## src/rtl/mem_bus_arbiter_if.sv

```systemverilog
// mem_bus_arbiter_if
//   Bundles every signal of the arbiter except clock and reset: the
//   instruction-fetch requester (i_im_*/o_im_*), the data requester
//   (i_dm_*/o_dm_*), the shared memory bus (o_mem_*/i_mem_*) and status
//   (o_err, o_busy, o_dbg_state). Signal names are written from the
//   arbiter's point of view.
//   Modports:
//     slave  - the arbiter (serves both requesters, drives the bus)
//     master - the environment (requesters plus memory)
//
// Handshake rules (all three channels):
//   A request is raised and held, with its attributes stable, until the
//   matching completion is seen; the completion is a one-cycle pulse and
//   the transfer happens in exactly that cycle. For the requesters the
//   completion is o_im_ack/o_dm_ack; for the memory bus it is i_mem_ack,
//   which is only meaningful while o_mem_req is high. A request still
//   high in the cycle after its completion is a brand-new transaction.
interface mem_bus_arbiter_if #(
    parameter int ADDR_W = 32,
    parameter int DATA_W = 32
);
    logic              i_im_req;
    logic [ADDR_W-1:0] i_im_addr;
    logic [DATA_W-1:0] o_im_rdata;
    logic              o_im_ack;

    logic              i_dm_req;
    logic              i_dm_wen;
    logic [ADDR_W-1:0] i_dm_addr;
    logic [DATA_W-1:0] i_dm_wdata;
    logic [3:0]        i_dm_be;
    logic [DATA_W-1:0] o_dm_rdata;
    logic              o_dm_ack;

    logic              o_err;

    logic              o_mem_req;
    logic              o_mem_we;
    logic [ADDR_W-1:0] o_mem_addr;
    logic [DATA_W-1:0] o_mem_wdata;
    logic [3:0]        o_mem_be;
    logic [DATA_W-1:0] i_mem_rdata;
    logic              i_mem_ack;

    logic              o_busy;
    logic [1:0]        o_dbg_state;

    modport slave (
        input  i_im_req, i_im_addr,
        output o_im_rdata, o_im_ack,
        input  i_dm_req, i_dm_wen, i_dm_addr, i_dm_wdata, i_dm_be,
        output o_dm_rdata, o_dm_ack,
        output o_err,
        output o_mem_req, o_mem_we, o_mem_addr, o_mem_wdata, o_mem_be,
        input  i_mem_rdata, i_mem_ack,
        output o_busy, o_dbg_state
    );

    modport master (
        output i_im_req, i_im_addr,
        input  o_im_rdata, o_im_ack,
        output i_dm_req, i_dm_wen, i_dm_addr, i_dm_wdata, i_dm_be,
        input  o_dm_rdata, o_dm_ack,
        input  o_err,
        input  o_mem_req, o_mem_we, o_mem_addr, o_mem_wdata, o_mem_be,
        output i_mem_rdata, i_mem_ack,
        input  o_busy, o_dbg_state
    );
endinterface

```

## src/rtl/mem_bus_arbiter.sv

```systemverilog
// mem_bus_arbiter
//   Lets the instruction-fetch port and the data port share one
//   single-ported memory bus. One transaction at a time: IDLE grants a
//   requester (round-robin on ties), MEM holds the request on the bus until
//   the memory acks or the timeout expires, RESP returns a one-cycle ack
//   (with o_err on timeout) to the winner.
//   Ports:
//     i_clk, i_rst - clock, asynchronous active-high reset
//     bus          - mem_bus_arbiter_if.slave (requesters, memory bus,
//                    o_err, o_busy, o_dbg_state = current FSM state)
//   Parameters: ADDR_W, DATA_W, TIMEOUT (MEM cycles before abort, 1..255)
module mem_bus_arbiter #(
    parameter int ADDR_W  = 32,
    parameter int DATA_W  = 32,
    parameter int TIMEOUT = 255
) (
    input  logic             i_clk,
    input  logic             i_rst,
    mem_bus_arbiter_if.slave bus
);

    typedef enum logic [1:0] {
        ST_IDLE = 2'd0,
        ST_MEM  = 2'd1,
        ST_RESP = 2'd2
    } state_e;

    localparam logic GRANT_IM = 1'b0;
    localparam logic GRANT_DM = 1'b1;

    // The counter holds the number of MEM cycles already completed, so the
    // abort fires at the end of MEM cycle number TIMEOUT.
    localparam logic [7:0] CNT_LAST = 8'(TIMEOUT - 1);

    state_e            state_q;
    logic              last_grant_q;
    logic              winner_q;
    logic [7:0]        cnt_q;
    logic              mem_req_q;
    logic              mem_we_q;
    logic [ADDR_W-1:0] mem_addr_q;
    logic [DATA_W-1:0] mem_wdata_q;
    logic [3:0]        mem_be_q;
    logic [DATA_W-1:0] im_rdata_q;
    logic [DATA_W-1:0] dm_rdata_q;
    logic              im_ack_q;
    logic              dm_ack_q;
    logic              err_q;

    // DM wins when it is alone, or on a tie when IM had the last grant.
    logic grant_dm_d;
    always_comb begin
        grant_dm_d = bus.i_dm_req && (!bus.i_im_req || (last_grant_q == GRANT_IM));
    end

    always_ff @(posedge i_clk or posedge i_rst) begin
        if (i_rst) begin
            state_q      <= ST_IDLE;
            last_grant_q <= GRANT_IM;
            winner_q     <= GRANT_IM;
            cnt_q        <= '0;
            mem_req_q    <= 1'b0;
            mem_we_q     <= 1'b0;
            mem_addr_q   <= '0;
            mem_wdata_q  <= '0;
            mem_be_q     <= '0;
            im_rdata_q   <= '0;
            dm_rdata_q   <= '0;
            im_ack_q     <= 1'b0;
            dm_ack_q     <= 1'b0;
            err_q        <= 1'b0;
        end else begin
            // Acks and the error flag are single-cycle pulses by default.
            im_ack_q <= 1'b0;
            dm_ack_q <= 1'b0;
            err_q    <= 1'b0;
            case (state_q)
                ST_IDLE: begin
                    if (bus.i_im_req || bus.i_dm_req) begin
                        winner_q     <= grant_dm_d;
                        last_grant_q <= grant_dm_d;
                        mem_req_q    <= 1'b1;
                        cnt_q        <= '0;
                        if (grant_dm_d) begin
                            mem_we_q    <= bus.i_dm_wen;
                            mem_addr_q  <= bus.i_dm_addr;
                            mem_wdata_q <= bus.i_dm_wdata;
                            mem_be_q    <= bus.i_dm_wen ? bus.i_dm_be : 4'hF;
                        end else begin
                            mem_we_q    <= 1'b0;
                            mem_addr_q  <= bus.i_im_addr;
                            mem_wdata_q <= '0;
                            mem_be_q    <= 4'hF;
                        end
                        state_q <= ST_MEM;
                    end
                end
                ST_MEM: begin
                    cnt_q <= cnt_q + 8'd1;
                    // A real ack in the last allowed cycle beats the timeout.
                    if (bus.i_mem_ack || (cnt_q == CNT_LAST)) begin
                        mem_req_q <= 1'b0;
                        err_q     <= !bus.i_mem_ack;
                        if (winner_q == GRANT_DM) begin
                            dm_rdata_q <= bus.i_mem_ack ? bus.i_mem_rdata : '0;
                            dm_ack_q   <= 1'b1;
                        end else begin
                            im_rdata_q <= bus.i_mem_ack ? bus.i_mem_rdata : '0;
                            im_ack_q   <= 1'b1;
                        end
                        state_q <= ST_RESP;
                    end
                end
                ST_RESP: begin
                    cnt_q   <= '0;
                    state_q <= ST_IDLE;
                end
                default: begin
                    state_q <= ST_IDLE;
                end
            endcase
        end
    end

    assign bus.o_im_rdata  = im_rdata_q;
    assign bus.o_im_ack    = im_ack_q;
    assign bus.o_dm_rdata  = dm_rdata_q;
    assign bus.o_dm_ack    = dm_ack_q;
    assign bus.o_err       = err_q;
    assign bus.o_mem_req   = mem_req_q;
    assign bus.o_mem_we    = mem_we_q;
    assign bus.o_mem_addr  = mem_addr_q;
    assign bus.o_mem_wdata = mem_wdata_q;
    assign bus.o_mem_be    = mem_be_q;
    assign bus.o_busy      = (state_q != ST_IDLE);
    assign bus.o_dbg_state = state_q;

endmodule
```

## src/flat_wrapper.sv

```systemverilog
// flat-port wrapper written by rule: the top's interface ports become plain ports
module mem_bus_arbiter_flat 
#(
    parameter int ADDR_W  = 32,
    parameter int DATA_W  = 32,
    parameter int TIMEOUT = 255
)
  (i_clk, i_rst, bus_i_im_req, bus_i_im_addr, bus_o_im_rdata, bus_o_im_ack, bus_i_dm_req, bus_i_dm_wen, bus_i_dm_addr, bus_i_dm_wdata, bus_i_dm_be, bus_o_dm_rdata, bus_o_dm_ack, bus_o_err, bus_o_mem_req, bus_o_mem_we, bus_o_mem_addr, bus_o_mem_wdata, bus_o_mem_be, bus_i_mem_rdata, bus_i_mem_ack, bus_o_busy, bus_o_dbg_state);
  mem_bus_arbiter_if #(.ADDR_W(ADDR_W), .DATA_W(DATA_W)) bus_i ();
  input  logic i_clk;
  input  logic i_rst;
  input wire logic [$bits(bus_i.i_im_req)-1:0] bus_i_im_req;
  input wire logic [$bits(bus_i.i_im_addr)-1:0] bus_i_im_addr;
  output wire logic [$bits(bus_i.o_im_rdata)-1:0] bus_o_im_rdata;
  output wire logic [$bits(bus_i.o_im_ack)-1:0] bus_o_im_ack;
  input wire logic [$bits(bus_i.i_dm_req)-1:0] bus_i_dm_req;
  input wire logic [$bits(bus_i.i_dm_wen)-1:0] bus_i_dm_wen;
  input wire logic [$bits(bus_i.i_dm_addr)-1:0] bus_i_dm_addr;
  input wire logic [$bits(bus_i.i_dm_wdata)-1:0] bus_i_dm_wdata;
  input wire logic [$bits(bus_i.i_dm_be)-1:0] bus_i_dm_be;
  output wire logic [$bits(bus_i.o_dm_rdata)-1:0] bus_o_dm_rdata;
  output wire logic [$bits(bus_i.o_dm_ack)-1:0] bus_o_dm_ack;
  output wire logic [$bits(bus_i.o_err)-1:0] bus_o_err;
  output wire logic [$bits(bus_i.o_mem_req)-1:0] bus_o_mem_req;
  output wire logic [$bits(bus_i.o_mem_we)-1:0] bus_o_mem_we;
  output wire logic [$bits(bus_i.o_mem_addr)-1:0] bus_o_mem_addr;
  output wire logic [$bits(bus_i.o_mem_wdata)-1:0] bus_o_mem_wdata;
  output wire logic [$bits(bus_i.o_mem_be)-1:0] bus_o_mem_be;
  input wire logic [$bits(bus_i.i_mem_rdata)-1:0] bus_i_mem_rdata;
  input wire logic [$bits(bus_i.i_mem_ack)-1:0] bus_i_mem_ack;
  output wire logic [$bits(bus_i.o_busy)-1:0] bus_o_busy;
  output wire logic [$bits(bus_i.o_dbg_state)-1:0] bus_o_dbg_state;
  assign bus_i.i_im_req = bus_i_im_req;
  assign bus_i.i_im_addr = bus_i_im_addr;
  assign bus_o_im_rdata = bus_i.o_im_rdata;
  assign bus_o_im_ack = bus_i.o_im_ack;
  assign bus_i.i_dm_req = bus_i_dm_req;
  assign bus_i.i_dm_wen = bus_i_dm_wen;
  assign bus_i.i_dm_addr = bus_i_dm_addr;
  assign bus_i.i_dm_wdata = bus_i_dm_wdata;
  assign bus_i.i_dm_be = bus_i_dm_be;
  assign bus_o_dm_rdata = bus_i.o_dm_rdata;
  assign bus_o_dm_ack = bus_i.o_dm_ack;
  assign bus_o_err = bus_i.o_err;
  assign bus_o_mem_req = bus_i.o_mem_req;
  assign bus_o_mem_we = bus_i.o_mem_we;
  assign bus_o_mem_addr = bus_i.o_mem_addr;
  assign bus_o_mem_wdata = bus_i.o_mem_wdata;
  assign bus_o_mem_be = bus_i.o_mem_be;
  assign bus_i.i_mem_rdata = bus_i_mem_rdata;
  assign bus_i.i_mem_ack = bus_i_mem_ack;
  assign bus_o_busy = bus_i.o_busy;
  assign bus_o_dbg_state = bus_i.o_dbg_state;
  mem_bus_arbiter #(.ADDR_W(ADDR_W), .DATA_W(DATA_W), .TIMEOUT(TIMEOUT)) u_core (.i_clk(i_clk), .i_rst(i_rst), .bus(bus_i));
endmodule
```

## config.mk

```make
export PLATFORM = sky130hd
export DESIGN_NAME = mem_bus_arbiter_flat
export DESIGN_NICKNAME = d
export VERILOG_FILES = /design/src/rtl/mem_bus_arbiter_if.sv /design/src/rtl/mem_bus_arbiter.sv /design/src/flat_wrapper.sv
export SDC_FILE = /design/constraint.sdc
export NUM_CORES = 1
export LEC_CHECK = 0
export CAP_MARGIN = 5
export CORE_UTILIZATION = 29
export DETAILED_ROUTE_END_ITERATION = 8
export SLEW_MARGIN = 0
export SYNTH_ARGS = -nofsm -noshare
export SYNTH_HDL_FRONTEND = slang
export SYNTH_SLANG_ARGS = --single-unit
```

## constraint.sdc

```tcl
create_clock -name i_clk -period 11.85 [get_ports i_clk]
set_input_delay 3.555 -clock i_clk [delete_from_list [all_inputs] [get_ports i_clk]]
set_output_delay 3.555 -clock i_clk [all_outputs]
set_load 0.01 [all_outputs]
```

==> results of run 1 <==
## cell type report
type | count | area (sq um) | share of cell area (%)
clock buffer | 20 | 437 | 4.33
clock inverter | 12 | 225 | 2.23
inverter | 70 | 268 | 2.65
multi-input combinational | 287 | 2260 | 22.4
sequential | 148 | 3700 | 36.7
tap | 280 | 350 | 3.47
timing repair buffer | 287 | 2850 | 28.2
## per-layer routing
layer | vias to the layer above | track usage (%)
li1 | 2483 | -
met1 | 2480 | 19.8
met2 | 209 | 26.2
met3 | 7 | 7.65
met4 | 0 | 3.60
met5 | - | 0
## cell usage after synthesis, drive strengths merged (4+ instances only)
master,count
buf,33
inv,70
nand2,5
nor2,8
o21ai,71
a22o,32
dfrtp,148
clkbuf,5
mux2,64
o22a,4
a22oi,64
## placed cells by master (no fill, tap or decap), types with 4 or more instances in the layout
cell type          n
inv_1             69
mux2_2            35
nand2_1            5
bufinv_16          6
a22o_1            32
buf_4             10
inv_6              4
clkbuf_16         17
dfrtp_1          148
o21ai_0           41
a22oi_1           64
o21ai_1           29
mux2_1            29
o22a_1             4
clkdlybuf4s50_1  277
nor2_1             7
## sequential cells by signal, indices dropped and copies added, names as in the netlist
register / cells
u_core.bus.o_mem_req: 1
u_core.bus.o_mem_addr: 32
u_core.bus.o_im_rdata: 32
u_core.bus.o_dm_rdata: 32
u_core.bus.o_err: 1
u_core.bus.o_mem_we: 1
u_core.bus.o_im_ack: 1
u_core.cnt_q: 8
u_core.bus.o_mem_be: 4
u_core.bus.o_dbg_state: 2
u_core.last_grant_q: 1
u_core.bus.o_dm_ack: 1
u_core.bus.o_mem_wdata: 32
## worst max-delay path by stage
| stage | to | slack [ns] | cells after the start |
|---|---|---|---|
| detailed placement | u_core.bus.o_mem_addr[3]$_DFFE_PP0P_ | 6.09 | 5 |
| floorplan | u_core.bus.o_dbg_state[0]$_DFFE_PP0P_ | 4.32 | 1 |
| CTS | bus_o_busy | 6.48 | 3 |
| finish | bus_o_busy | 6.53 | 3 |
| global placement | u_core.bus.o_mem_addr[3]$_DFFE_PP0P_ | 6.14 | 5 |
| global route | bus_o_busy | 6.39 | 3 |
## worst register-to-register path, delay by kind of cell, from the launching register on
kind | cells | cell delay [ns]
buffers and inverters | 1 | 0.44
AND/OR/NAND/NOR | 1 | 0.27
flip-flops | 1 | 0.54
AO/OA/AOI/OAI | 1 | 0.43
multiplexers | 1 | 0.39
## metrics by stage
step / utilization (%) / area, sq um / hold slack (ns) / setup WS [ns]
global placement: 43.2 / 9430 / 0.487 / 6.14
detailed placement: 43.2 / 9430 / 0.490 / 6.09
finish: 46.3 / 10100 / 0.504 / 6.53
global route: 46.3 / 10100 / 0.513 / 6.39
CTS: 46.3 / 10100 / 0.509 / 6.48
floorplan: - / 6450 / 0.466 / 4.32
## power groups by stage
stage / combinational [mW] / clock [mW] / sequential (mW)
4_1_cts: 1.19 / 0.634 / 0.897
3_5_place_dp: 1.18 / 0 / 0.901
2_1_floorplan: 0.487 / 0 / 0.981
6_report: 1.17 / 0.618 / 0.895
3_3_place_gp: 1.18 / 0 / 0.899
5_1_grt: 1.28 / 0.655 / 0.930
## cell families after synthesis
| logic type | after synthesis | synth area share (%) |
|---|---|---|
| AO/OA/AOI/OAI | 187 | 19.9 |
| XOR/XNOR | 1 | 0.136 |
| adder cells (fa/ha/maj) | 2 | 0.388 |
| buffers and inverters | 108 | 7.92 |
| flip-flops | 148 | 57.5 |
| multiplexers | 65 | 11.3 |
| AND/OR/NAND/NOR | 32 | 2.87 |
==> impl_metrics.toml, run 1 <==
[run_status]
status = "finished, final reports clean"

[floorplanning]
start_util_pct = 29.5
core_area_sq_um = 21800
rows = 54
die_area_sq_um = 22800
ios = 278
die_h_um = 151
dieWidth_um = 151

[power_and_ir_drop]
power_density_nw_per_um2 = 266
power.share.clock_pct = 23.0
switching_share_pct = 32.4
p_switching_mw = 0.870
irDropWorstVdd_uv = 99.2
total_power_mw = 2.68
p_leak_nw = 4.45
p_int_mw = 1.81
comb_power_share_pct = 43.6
sequentialPowerShare_pct = 33.4

[route]
drcViolationCount = 0
wl_per_cell_um = 16.6
num_vias = 5179
routed-wl-met2_um = 8520
routed_wl_um = 18400
met3_length_um = 1860
wl_met1_um = 7880
top_layer_used = "met4"
drtIter0Drc = 238
drt-vias-per-instance = 4.69
final_antenna_net_count = 0
drt-pass1-iter-count = 4

[timing]
layout_min_cycle_time_ns = 5.32
final_max_slew_viol_count = 0
finalSetupTns_ns = 0
slew_headroom_pct = 37.5
fin_skew_ns = 0.00985
max_freq_mhz = 188
rsz0062_at_grt = "false"
setup_violations = 0
fin_crit_sh_pct = 44.9
hold_viol_final = 0
worst_slew_pin_slew_ns = 0.938

[worst_setup_path]
crit_chain = "nor2_4 > inv_1 > clkdlybuf4s50_1"
critPathRequiredTime_ns = 8.30
cp_top_family = "flip-flops"
r2r_cells = 4
crit_slowest_cell = "dfrtp_1"
reg2reg_to = "u_core.bus.o_mem_addr[11]$_DFFE_PP0P_"
critPathBufInv = 2
start_kind = "register"
cpPeakStageDelay_ns = 0.62
reg2reg_from = "u_core.bus.o_dbg_state[0]$_DFFE_PP0P_"
crit_path_end_kind = "primary output"
crit_type = "register to primary output"
critical_path.startpoint = "u_core.bus.o_dbg_state[0]$_DFFE_PP0P_"
crit_arrival_ns = 1.76
crit_path_max_fanout = 14
rrSetupSlack_ns = 9.67

[logic_synthesis]
yosysTopAreaCell = "dfrtp_1"
ys_seq_area_share_pct = 57.5
synth_edf_count = 0
syn-num-nets = 683
syn_area_sq_um = 6450
ys_types = 44
synthCells = 543
synth-warning-count = 0
ys_ff_latch = 148
avgSynthCellArea_sq_um = 11.9
ys.flop_type = "dfrtp_1"
synth_async_sr_flop_share_pct = 100
synth_area_leaders = "dfrtp_1 (57%), a22oi_1 (7.5%), mux2_2 (6.1%), mux2_1 (5.1%), a22o_1 (4.3%)"
synth_top_area_share_pct = 57.5

[placement]
dp_hpwl_um = 12200
portBuffers = 277
gp_congestion = 0.757
dpl.cell_count = 1072

[cts]
cts_tree = "done"
path_clk_slew_ns = 0.06
insertion_delay_ns = 0.41
cts-buffers-inserted = 17
cts_num_sinks = 148
cts_resized = 0
ctsHtreeMaxLevel = 4
hold_buffers = 0
post_cts_buffers = 0
cts_root_buffer = "clkbuf_16"
clk_path_buf_depth = 2

[grt]
overflow = 0
track_usage_pct = 16.3
grt_pass1_wl_um = 28500
grt_max_degree = 80
antenna_found_initial = 0
grt_pass1_vias = 5241

[cells_and_area]
area_delta_synth_final_pct = 56.6
drive_gt1_share_pct = 9.71
final_cells = 1104
final_nets = 951
final.fill_count = 2021
antenna_cells = 0

[worst_hold_path]
hold_end = "u_core.bus.o_mem_wdata[13]$_DFFE_PP0P_"
hold_class = "register to register"
hold_path.startpoint = "u_core.bus.o_mem_wdata[13]$_DFFE_PP0P_"
min_delay_path_depth = 1

[job]
cap_violations = 0
(Power assumes the default switching activity.)
==> inputs of run 2 (changes only) <==
==> constraint.sdc (replaced) <==
create_clock -name i_clk -period 5.43 [get_ports i_clk]
set_input_delay 1.629 -clock i_clk [delete_from_list [all_inputs] [get_ports i_clk]]
set_output_delay 1.629 -clock i_clk [all_outputs]
set_load 0.01 [all_outputs]
==> run 2 against run 1 <==
Setup slack lost 4.5 ns. Largest power group unchanged. Sequential power rose by 120%. Critical endpoint unchanged. Power grew 120%. Largest cell class unchanged. Highest routed layer unchanged. Combinational power up 120%. Clock skew grew 0.00094 ns. Design area decreased by 0.26%. Global-route usage grew 0.15 points. Register-to-register slack got worse by 6.6 ns. Wire length rose by 0.86%.
==> impl_metrics.toml, run 2 (same netlist as run 1, synthesis figures left out) <==
[power_and_ir_drop]
sequentialPowerShare_pct = 33.7
total_power_mw = 5.78
power_density_nw_per_um2 = 574
power.share.clock_pct = 21.9
p_switching_mw = 1.90
switching_share_pct = 33.0
comb_power_share_pct = 44.4
irDropWorstVdd_uv = 245
p_int_mw = 3.87
p_leak_nw = 4.43

[cts]
cts-buffers-inserted = 17
ctsHtreeMaxLevel = 4
insertion_delay_ns = 0.42
path_clk_slew_ns = 0.06
post_cts_buffers = 0
hold_buffers = 0
cts_num_sinks = 148
clk_path_buf_depth = 2
cts_root_buffer = "clkbuf_16"
cts_resized = 0
cts_tree = "done"

[route]
drt-vias-per-instance = 4.75
drcViolationCount = 0
drtIter0Drc = 193
final_antenna_net_count = 0
drt-pass1-iter-count = 5
num_vias = 5239
routed_wl_um = 18500
wl_per_cell_um = 16.8

[worst_setup_path]
crit_path_max_fanout = 14
critPathRequiredTime_ns = 3.80
start_kind = "register"
crit_arrival_ns = 1.81
crit_path_end_kind = "primary output"
crit_type = "register to primary output"

[cells_and_area]
final_nets = 951
final_util_pct = 46.1
drive_gt1_share_pct = 9.83
design_area_sq_um = 10100
mostFrequentLayoutCell = "clkdlybuf4s50_1"
antenna_cells = 0
final_cell_mix = "clkdlybuf4s50_1 (277), dfrtp_1 (148), inv_1 (69)"
area_delta_synth_final_pct = 56.2

[job]
cap_violations = 0

[floorplanning]
core_area_sq_um = 21800
dieWidth_um = 151
rows = 54
ios = 278
die_area_sq_um = 22800
start_util_pct = 29.5
die_h_um = 151

[timing]
fin_skew_ns = 0.0108
worst_slack_ns = 1.99
max_freq_mhz = 291
slew_headroom_pct = 44.2
final_max_slew_viol_count = 0
rsz0062_at_grt = "false"
worst_slew_pin_slew_ns = 0.837
hold_viol_final = 0
fin_crit_sh_pct = 63.3
setup_violations = 0
finalSetupTns_ns = 0
layout_min_cycle_time_ns = 3.44

[grt]
overflow = 0
antenna_found_initial = 0
grt_max_degree = 149
track_usage_pct = 16.5
grt_pass1_wl_um = 28900
grt_pass1_vias = 5303

[run_status]
status = "finished, final reports clean"

[worst_hold_path]
hold_class = "register to register"

[placement]
place_ws_ns = 1.55
gp_congestion = 0.732
portBuffers = 277
postPlaceCellArea_sq_um = 9440
dp_hpwl_um = 12300
==> run 2: worst paths after layout <==
kind	from	end	slack, ns	cells after the start
max in group asynchronous	i_rst	u_core.bus.o_mem_wdata[24]$_DFFE_PP0P_	3.00	3
hold reg to reg	u_core.bus.o_mem_wdata[21]$_DFFE_PP0P_	u_core.bus.o_mem_wdata[21]$_DFFE_PP0P_	0.50	1
hold / removal	u_core.bus.o_mem_wdata[21]$_DFFE_PP0P_	u_core.bus.o_mem_wdata[21]$_DFFE_PP0P_	0.50	1
setup reg to reg	u_core.bus.o_dbg_state[0]$_DFFE_PP0P_	u_core.bus.o_mem_addr[7]$_DFFE_PP0P_	3.11	4
setup / recovery	u_core.bus.o_dbg_state[0]$_DFFE_PP0P_	bus_o_busy	1.99	3
min in group asynchronous	i_rst	u_core.bus.o_im_rdata[5]$_DFFE_PP0P_	1.77	3
==> run 2: power groups by stage <==
stage	clock network, mW	logic, mW	registers [mW]
global placement	0	2.57	1.95
CTS	1.30	2.61	1.95
global route	1.34	2.80	2.03
detailed placement	0	2.60	1.96
floorplan	0	1.06	2.14
finish	1.27	2.56	1.95
==> run 2: layout make-up <==
type | count | area [sq um]
clock buffers | 20 | 447
multi-input cells | 287 | 2260
flip-flops and latches | 148 | 3700
inverters | 70 | 267
clock inverters | 12 | 178
well taps | 280 | 350
repair buffers | 287 | 2860
fillers | 2033 | 11800
==> run 2: worst max-delay path: stages (launching register included) <==
cell	delay [ns]
dfrtp_1	0.66
nor2_4	0.13
inv_1	0.07
clkdlybuf4s50_1	0.52
==> run 2: routing by layer <==
metal | track usage, % | vias to the layer above | wire length, um
met5 | 0 | - | 0
met4 | 5.05 | 0 | 197
met3 | 7.47 | 12 | 2020
met2 | 26.4 | 222 | 8580
met1 | 19.7 | 2523 | 7730
li1 | - | 2482 | -
==> run 2: per-stage QoR <==
| step | hold WS, ns | instances |
|---|---|---|
| after floorplan | 0.466 | 543 |
| after CTS | 0.508 | 1104 |
| after global placement | 0.488 | 1072 |
| after global routing | 0.522 | 1104 |
| final | 0.498 | 1104 |
| after detailed placement | 0.491 | 1072 |
==> inputs of run 3 (changes only) <==
==> constraint.sdc (replaced) <==
create_clock -name i_clk -period 3.2 [get_ports i_clk]
set_input_delay 0.96 -clock i_clk [delete_from_list [all_inputs] [get_ports i_clk]]
set_output_delay 0.96 -clock i_clk [all_outputs]
set_load 0.01 [all_outputs]
==> run 3 against run 2 <==
Via count down 0.46%. Global-route usage up 0.24 points. Power is 69% higher. Largest power group unchanged.
==> impl_metrics.toml, run 3 (same netlist as run 1, synthesis figures left out) <==
[run_status]
status = "finished, final reports clean"

[cts]
cts_num_sinks = 148
post_cts_buffers = 0
insertion_delay_ns = 0.42
cts_root_buffer = "clkbuf_16"
cts-buffers-inserted = 17
path_clk_slew_ns = 0.06
cts_resized = 0
cts_tree = "done"
hold_buffers = 0
clk_path_buf_depth = 2
ctsHtreeMaxLevel = 4

[grt]
overflow = 0
track_usage_pct = 16.7
grt_max_degree = 74
grt_pass1_vias = 5507
grt_pass1_wl_um = 29400
antenna_found_initial = 0

[route]
drtIter0Drc = 220
drt-pass1-iter-count = 4
num_vias = 5215
routed_wl_um = 18400
drt-vias-per-instance = 4.71
wl_per_cell_um = 16.6
final_antenna_net_count = 0
drcViolationCount = 0

[worst_setup_path]
crit_chain = "nor2_4 > inv_1 > clkdlybuf4s50_1"
cp_top_family = "flip-flops"
critPathBufInv = 2
crit_arrival_ns = 1.74
crit_slowest_cell = "dfrtp_1"
crit_path_end_kind = "primary output"
crit_path_max_fanout = 12
cpPeakStageDelay_ns = 0.62
crit_type = "register to primary output"
critPathRequiredTime_ns = 2.24
start_kind = "register"

[timing]
fin_skew_ns = 0.00857
layout_min_cycle_time_ns = 2.70
rsz0062_at_grt = "false"
finalSetupTns_ns = 0
max_freq_mhz = 371
slew_headroom_pct = 65.9
setup_violations = 0
worst_slack_ns = 0.501
fin_crit_sh_pct = 84.3
hold_viol_final = 0
fin_hold_ws_ns = 0.503
worst_slew_pin_slew_ns = 0.507
final_max_slew_viol_count = 0

[power_and_ir_drop]
comb_power_share_pct = 44.8
power.share.clock_pct = 21.3
sequentialPowerShare_pct = 33.9
irDropWorstVdd_uv = 355
p_int_mw = 6.55
power_density_nw_per_um2 = 963
p_leak_nw = 4.45
p_switching_mw = 3.22
switching_share_pct = 32.9
total_power_mw = 9.77

[cells_and_area]
final_cell_mix = "clkdlybuf4s50_1 (277), dfrtp_1 (148), inv_1 (69)"
mostFrequentLayoutCell = "clkdlybuf4s50_1"
antenna_cells = 0
final_util_pct = 46.5
final_cells = 1108
drive_gt1_share_pct = 10.4
area_delta_synth_final_pct = 57.3
design_area_sq_um = 10100
final_nets = 956

[job]
cap_violations = 0

[placement]
postPlaceCellArea_sq_um = 9530
gp_congestion = 0.733
dpl.cell_count = 1077
portBuffers = 277
place_ws_ns = 0.445
dp_hpwl_um = 12400

[floorplanning]
die_area_sq_um = 22800
ios = 278
start_util_pct = 29.5
core_area_sq_um = 21800
die_h_um = 151
dieWidth_um = 151
rows = 54

[worst_hold_path]
hold_class = "register to register"
-- run 3: final cells by class --
class / count / area [sq um]
Fill cell: 2039 / 11700
Sequential cell: 148 / 3700
Timing Repair Buffer: 292 / 2950
Multi-Input combinational cell: 287 / 2260
Clock buffer: 20 / 457
Tap cell: 280 / 350
Inverter: 70 / 267
Clock inverter: 11 / 151
-- run 3: worst paths after layout --
path	start	end	slack [ns]	cells past startpoint
setup / recovery	u_core.bus.o_dbg_state[1]$_DFFE_PP0P_	bus_o_busy	0.50	3
hold / removal	u_core.bus.o_mem_wdata[16]$_DFFE_PP0P_	u_core.bus.o_mem_wdata[16]$_DFFE_PP0P_	0.50	1
setup reg to reg	u_core.bus.o_dbg_state[0]$_DFFE_PP0P_	u_core.bus.o_im_rdata[28]$_DFFE_PP0P_	1.34	5
hold reg to reg	u_core.bus.o_mem_wdata[16]$_DFFE_PP0P_	u_core.bus.o_mem_wdata[16]$_DFFE_PP0P_	0.50	1
max in group asynchronous	i_rst	u_core.bus.o_mem_wdata[16]$_DFFE_PP0P_	1.78	3
min in group asynchronous	i_rst	u_core.bus.o_im_rdata[3]$_DFFE_PP0P_	1.04	3
-- run 3: power by group through the flow --
| stage | clock network [mW] | registers [mW] | logic, mW |
|---|---|---|---|
| detailed placement | 0 | 3.32 | 4.45 |
| floorplan | 0 | 3.63 | 1.81 |
| global placement | 0 | 3.31 | 4.40 |
| finish | 2.08 | 3.31 | 4.38 |
| global route | 2.22 | 3.43 | 4.79 |
| CTS | 2.15 | 3.31 | 4.46 |
-- run 3: layer usage --
| metal | track usage (%) | part of all wire, % | up-vias | wire (um) |
|---|---|---|---|---|
| li1 | - | - | 2490 | - |
| met1 | 20.3 | 43 | 2508 | 7890 |
| met2 | 27.3 | 47 | 210 | 8620 |
| met3 | 6.90 | 9.7 | 7 | 1790 |
| met4 | 4.15 | 0.73 | 0 | 134 |
| met5 | 0 | 0 | - | 0 |
